===== config.mk =====
export PLATFORM = sky130hd
export DESIGN_NAME = fir_mac_sequencer
export DESIGN_NICKNAME = d
export VERILOG_FILES = /design/src/rtl/fir_pkg.sv /design/src/rtl/fir_delay_line.sv /design/src/rtl/fir_mac_sequencer.sv
export SDC_FILE = /design/constraint.sdc
export NUM_CORES = 1
export LEC_CHECK = 0
export ABC_AREA = 1
export ABC_CLOCK_PERIOD_IN_PS = 7600
export CORE_MARGIN = 4
export CORE_UTILIZATION = 60
export CTS_CLUSTER_DIAMETER = 60
export DETAILED_ROUTE_END_ITERATION = 10
export GPL_ROUTABILITY_DRIVEN = 0
export PLACE_DENSITY = 0.81
export RECOVER_POWER = 100
export SLEW_MARGIN = 40
export SYNTH_ARGS = -nofsm -noshare
export SYNTH_HDL_FRONTEND = slang
export SYNTH_HIERARCHICAL = 1
export SYNTH_SLANG_ARGS = --single-unit

===== constraint.sdc =====
create_clock -name clk -period 7.6 [get_ports clk]
set_clock_uncertainty 0.2 [all_clocks]
set_input_delay 1.52 -clock clk [delete_from_list [all_inputs] [get_ports clk]]
set_output_delay 1.52 -clock clk [all_outputs]
set_load 0.03 [all_outputs]

===== src/rtl/fir_pkg.sv =====
// Shared types, constants and the accumulator saturation helper
// for the time-multiplexed FIR core.
package fir_pkg;

    typedef enum logic [1:0] {
        IDLE,
        LOAD,
        MAC,
        DONE
    } fir_state_t;

    localparam int N_DEF  = 16;
    localparam int Q_FRAC = N_DEF / 2;

    localparam logic [N_DEF-1:0] SAT_POS = 16'h7FFF;
    localparam logic [N_DEF-1:0] SAT_NEG = 16'h8000;

    // Clamp a sign-extended accumulator into the signed range of an n-bit word.
    function automatic logic signed [31:0] sat_acc(
        input logic signed [31:0] acc,
        input int                 n
    );
        logic signed [31:0] hi;
        logic signed [31:0] lo;
        hi = (32'sd1 <<< (n - 1)) - 32'sd1;
        lo = -(32'sd1 <<< (n - 1));
        if (acc > hi) begin
            sat_acc = hi;
        end else if (acc < lo) begin
            sat_acc = lo;
        end else begin
            sat_acc = acc;
        end
    endfunction

endpackage


===== src/rtl/fir_delay_line.sv =====
// TAPS x N register file with one write port and one combinational
// read port; serves as both the sample history and the coefficient bank.
module fir_delay_line
    import fir_pkg::*;
#(
    parameter  int N    = 16,
    parameter  int TAPS = 8,
    localparam int AW   = $clog2(TAPS)
) (
    input  logic          clk,
    input  logic          rst_n,
    input  logic          we,
    input  logic [AW-1:0] waddr,
    input  logic [N-1:0]  wdata,
    input  logic [AW-1:0] raddr,
    output logic [N-1:0]  rdata
);

    logic [N-1:0] mem_q [TAPS];

    always_ff @(posedge clk or negedge rst_n) begin
        if (!rst_n) begin
            for (int i = 0; i < TAPS; i++) begin
                mem_q[i] <= '0;
            end
        end else if (we) begin
            mem_q[waddr] <= wdata;
        end
    end

    assign rdata = mem_q[raddr];

endmodule


===== src/rtl/fir_mac_sequencer.sv =====
// Time-multiplexed FIR core: one sample in, TAPS multiply-accumulate
// steps through the external multiplier, one saturated sample out.
module fir_mac_sequencer
    import fir_pkg::*;
#(
    parameter  int N    = 16,
    parameter  int TAPS = 8,
    localparam int AW   = $clog2(TAPS)
) (
    input  logic          clk,
    input  logic          rst_n,
    input  logic          in_valid,
    input  logic [N-1:0]  in_data,
    output logic          in_ready,
    input  logic          coef_we,
    input  logic [AW-1:0] coef_addr,
    input  logic [N-1:0]  coef_wdata,
    output logic [N-1:0]  mul_a,
    output logic [N-1:0]  mul_b,
    input  logic [N-1:0]  mul_p,
    output logic          out_valid,
    output logic [N-1:0]  out_data,
    input  logic          out_ready
);

    fir_state_t state_q, state_d;

    logic [AW-1:0] wr_ptr_q, wr_ptr_d;
    logic [AW-1:0] k_q, k_d;
    logic [AW-1:0] rd_k;
    logic [AW-1:0] x_raddr;

    logic signed [N+AW-1:0] acc_q, acc_d;

    logic [N-1:0] mul_a_q, mul_a_d;
    logic [N-1:0] mul_b_q, mul_b_d;
    logic [N-1:0] out_q, out_d;
    logic [N-1:0] x_rdata, h_rdata;

    logic x_we, h_we;

    assign x_we = (state_q == IDLE) && in_valid;
    assign h_we = (state_q == IDLE) && coef_we;

    // While accumulating tap k, the operands for tap k+1 are fetched.
    assign rd_k    = (state_q == MAC) ? k_q + AW'(1) : k_q;
    assign x_raddr = wr_ptr_q - rd_k;

    fir_delay_line #(
        .N    (N),
        .TAPS (TAPS)
    ) u_hist (
        .clk   (clk),
        .rst_n (rst_n),
        .we    (x_we),
        .waddr (wr_ptr_q),
        .wdata (in_data),
        .raddr (x_raddr),
        .rdata (x_rdata)
    );

    fir_delay_line #(
        .N    (N),
        .TAPS (TAPS)
    ) u_coef (
        .clk   (clk),
        .rst_n (rst_n),
        .we    (h_we),
        .waddr (coef_addr),
        .wdata (coef_wdata),
        .raddr (rd_k),
        .rdata (h_rdata)
    );

    always_comb begin
        state_d  = state_q;
        wr_ptr_d = wr_ptr_q;
        k_d      = k_q;
        acc_d    = acc_q;
        mul_a_d  = mul_a_q;
        mul_b_d  = mul_b_q;
        out_d    = out_q;
        unique case (state_q)
            IDLE: begin
                if (in_valid) begin
                    acc_d   = '0;
                    k_d     = '0;
                    state_d = LOAD;
                end
            end
            LOAD: begin
                mul_a_d = x_rdata;
                mul_b_d = h_rdata;
                state_d = MAC;
            end
            MAC: begin
                acc_d = acc_q + {{AW{mul_p[N-1]}}, mul_p};
                k_d   = k_q + AW'(1);
                if (k_q == AW'(TAPS - 1)) begin
                    out_d    = N'(sat_acc(32'(acc_d), N));
                    wr_ptr_d = wr_ptr_q + AW'(1);
                    state_d  = DONE;
                end else begin
                    mul_a_d = x_rdata;
                    mul_b_d = h_rdata;
                end
            end
            DONE: begin
                if (out_ready) begin
                    state_d = IDLE;
                end
            end
            default: state_d = IDLE;
        endcase
    end

    always_ff @(posedge clk or negedge rst_n) begin
        if (!rst_n) begin
            state_q  <= IDLE;
            wr_ptr_q <= '0;
            k_q      <= '0;
            acc_q    <= '0;
            mul_a_q  <= '0;
            mul_b_q  <= '0;
            out_q    <= '0;
        end else begin
            state_q  <= state_d;
            wr_ptr_q <= wr_ptr_d;
            k_q      <= k_d;
            acc_q    <= acc_d;
            mul_a_q  <= mul_a_d;
            mul_b_q  <= mul_b_d;
            out_q    <= out_d;
        end
    end

    assign in_ready  = (state_q == IDLE);
    assign out_valid = (state_q == DONE);
    assign out_data  = out_q;
    assign mul_a     = mul_a_q;
    assign mul_b     = mul_b_q;

endmodule


==> impl_results.md <==
* Run status: finished with violations
* Violated checks: max-capacitance violations, max-slew violations
* Hold/Removal Path Class: reg2reg
* Finished Layout Cells at 2659
* DP HPWL at 25.3 mm
* Dpl cells at 2593
* Worst EP arrival at 5.98 ns
* Worst vdd ir at 0.280 mV
* Hold path depth at 2
* Hold Fails Final Rpt at 0
* Synth-to-Final Area Change at 14.4%
* Die area at 30700 µm²
* Share of cells above drive strength 1 at 6.03%
* CP Max Fanout at 66
* Reg2Reg Setup Slack at 1.88 ns
* Ant. Diodes at 0
* CTS HTree Levels at 2
* Setup_tns at 0 ns
* WS Path Type: reg2reg
* Slew @ Worst Pin at 2.44 ns
* Hold Crit Start: u_hist/mem_q[94]$_DFFE_PN0P_
* First-pass GRT wire length at 68.9 mm
* Tmin final at 5.72 ns
* Syn Inst Count at 2202
* Largest net degree at the start of global routing at 106
* Die Ht at 175 µm
* Synth Register Bits at 331
* Fin. max-slew vios at 338
* Initial antenna violation count at 0
* Ports at 106
* Setup Buffers After CTS at 0
* Ys Warns at 6
* CP Capture Type: flip-flop
* Ratio of final minimum period to clock period at 75.2%
* Initial Util at 61.6%
* Critical path startpoint category: flip-flop
* Peak Freq at 0.175 GHz
* Nets@finish at 2346
* Worst hold margin at 0.283 ns
* Depth of the worst register-to-register path at 12
* Total number of vias at 14300
* Distinct cells, synth at 37
* RSZ-0062 raised after global routing: false
* Syn_nets at 2287
* GRT Resource Usage Total at 27.2%
* IO Port Bufs at 105
* 1st-iter DRT viols at 1355
* Pre-antenna DRT Iters at 6
* CTS root buf: clkbuf_16
* Clk sinks at 331
* Drt wl/cell at 15.7 µm
* R2R Path End: mul_b[3]$_DFFE_PN0P_
* Hold EP: u_hist/mem_q[94]$_DFFE_PN0P_
* # hold bufs at CTS at 0
* Via/cell ratio at 5.38
* Post-route DRC at 0
* Row cnt at 60
* Mapped cell area at 16800 µm²
* Synth area leader: dfrtp_1
* Static Leakage at 9.96 nW
* Seq/Total Area, Yosys at 49.3%
* Synth top area share at 49.3%
* Cell Pwr Density at 443 nW/µm²
* Vias in the first global route at 13800
* Mapped Avg Cell Area at 7.63 µm²
* TritonCTS Buffers at 37
* Max cap viols at 10
* Die W at 175 µm
* Clk buf depth at 3
* CTS tree: done
* Total wire length at 41.7 mm
* Reg-to-Reg Start: state_q[0]$_DFFE_PN0P_
* Post-route antenna net violation count at 0
* Top post-synthesis cells by area: dfrtp_1 49%, nand2_1 18%, o21ai_0 8.2%
* Core area at 27300 µm²
* Worst Path Required at 7.86 ns
* Clock transition at path regs at 0.06 ns
* Later-pin clock latency in the skew report at 0.52 ns
* Final number of setup-violating endpoints at 0
* # resized after CTS at 0
* Remaining Overflow, GRT at 0
* Max transition margin at -62.8%
sequential cells by signal (all words and copies together), names as in the netlist:
register / count
state_q: 2
wr_ptr_q: 3
acc_q: 19
u_hist/mem_q: 128
mul_a: 16
mul_b: 16
k_q: 3
u_coef/mem_q: 128
out_data: 16
how the worst max path moves through the flow:
stage / start / to
CTS: state_q[0]$_DFFE_PN0P_ / mul_a[12]$_DFFE_PN0P_
finish: state_q[0]$_DFFE_PN0P_ / mul_b[3]$_DFFE_PN0P_
global route: state_q[0]$_DFFE_PN0P_ / mul_b[3]$_DFFE_PN0P_
floorplan: mul_p[0] / out_data[10]$_DFFE_PN0P_
detailed placement: state_q[0]$_DFFE_PN0P_ / mul_a[10]$_DFFE_PN0P_
global placement: state_q[0]$_DFFE_PN0P_ / mul_a[12]$_DFFE_PN0P_
cells in the mapped netlist (all sizes together):
cell and number:
nand2 826, a31oi 3, and3 1, o21bai 1, clkbuf 39, buf 66, nor2 35, dfrtp 331
and2 1, nor3 3, ha 27, o22ai 2, o21ai 275, a21oi 30, xnor2 8, xor2 10
inv 351, or2 1, nand3 156, nand3b 1, nor4 1, mux2 32, fa 2
stage by stage:
| stage | utilization (%) | power (mW) | worst slack, ns | cell area [µm²] |
|---|---|---|---|---|
| 4_1_cts | 71.0 | 8.54 | 2.76 | 19300 |
| 2_1_floorplan | - | 5.60 | 4.08 | 16800 |
| 6_report | 70.5 | 8.52 | 1.88 | 19200 |
| 5_1_grt | 70.5 | 9.18 | 1.39 | 19200 |
| 3_5_place_dp | 66.2 | 6.61 | 2.78 | 18000 |
| 3_3_place_gp | 65.9 | 6.45 | 2.82 | 18000 |
per-layer routing:
layer | vias up | wire [µm] | GRT usage (%)
met3 | 84 | 3040 | 3.77
met2 | 552 | 20400 | 46.8
met5 | - | 0 | 0
met4 | 0 | 1040 | 7.82
met1 | 6800 | 17200 | 36.3
li1 | 6875 | - | -
critical path, cell delays in order (launching register included):
cell        delay [ns]
dfrtp_1           0.40
inv_1             0.11
ha_1              0.67
ha_1              0.37
clkinv_1          0.05
buf_4             0.57
clkinvlp_2        2.10
nand2_1           0.61
nand3_1           0.14
nand2_1           0.08
nand2_1           0.04
nand2_1           0.14
mux2_2            0.16
kinds of logic (layout without fill, tap and decap cells):
kind of cell / count (synthesis) / after routing / synth area share (%)
xor gates and xnor gates: 18 / 18 / 0.938
buffers and inverters: 456 / 541 / 10.9
DFF: 331 / 331 / 49.3
adders and majority gates: 29 / 29 / 2.25
AOI/OAI and AO/OA: 311 / 311 / 9.63
and+or+nand+nor: 1025 / 1025 / 24.9
muxes: 32 / 32 / 2.15
cells in the final DEF, fill, tap and decap left out, drive strengths merged:
cell type	instances
nor3	3
buf	11
fa	2
xor2	10
nor2	35
dlygate4sd3	54
a21oi	30
bufinv	4
nor4	1
o22ai	2
clkinvlp	2
nand2	826
xnor2	8
nand3b	1
clkinv	4
o21ai	275
ha	27
or2	1
o21bai	1
dfrtp	331
and3	1
mux2	32
inv	351
clkdlybuf4s50	50
and2	1
a31oi	3
nand3	156
clkbuf	65
power by group:
| part | internal, mW | total [mW] | switching [mW] |
|---|---|---|---|
| Combinational | 1.41 | 4.07 | 2.66 |
| Clock | 1.17 | 1.87 | 0.706 |
| Sequential | 2.30 | 2.58 | 0.279 |
| Total | 4.87 | 8.52 | 3.65 |
final cells by class:
cell class                 instances  area (µm²)
sequential                       331        8280
fill                            2137        8040
multi-input combinational       1415        6630
inverter                         351        1320
timing repair buffer             125        1220
clock buffer                      55        1130
tap                              372         465
clock inverter                    10         160
No activity file was read; power rests on OpenSTA's default activity.
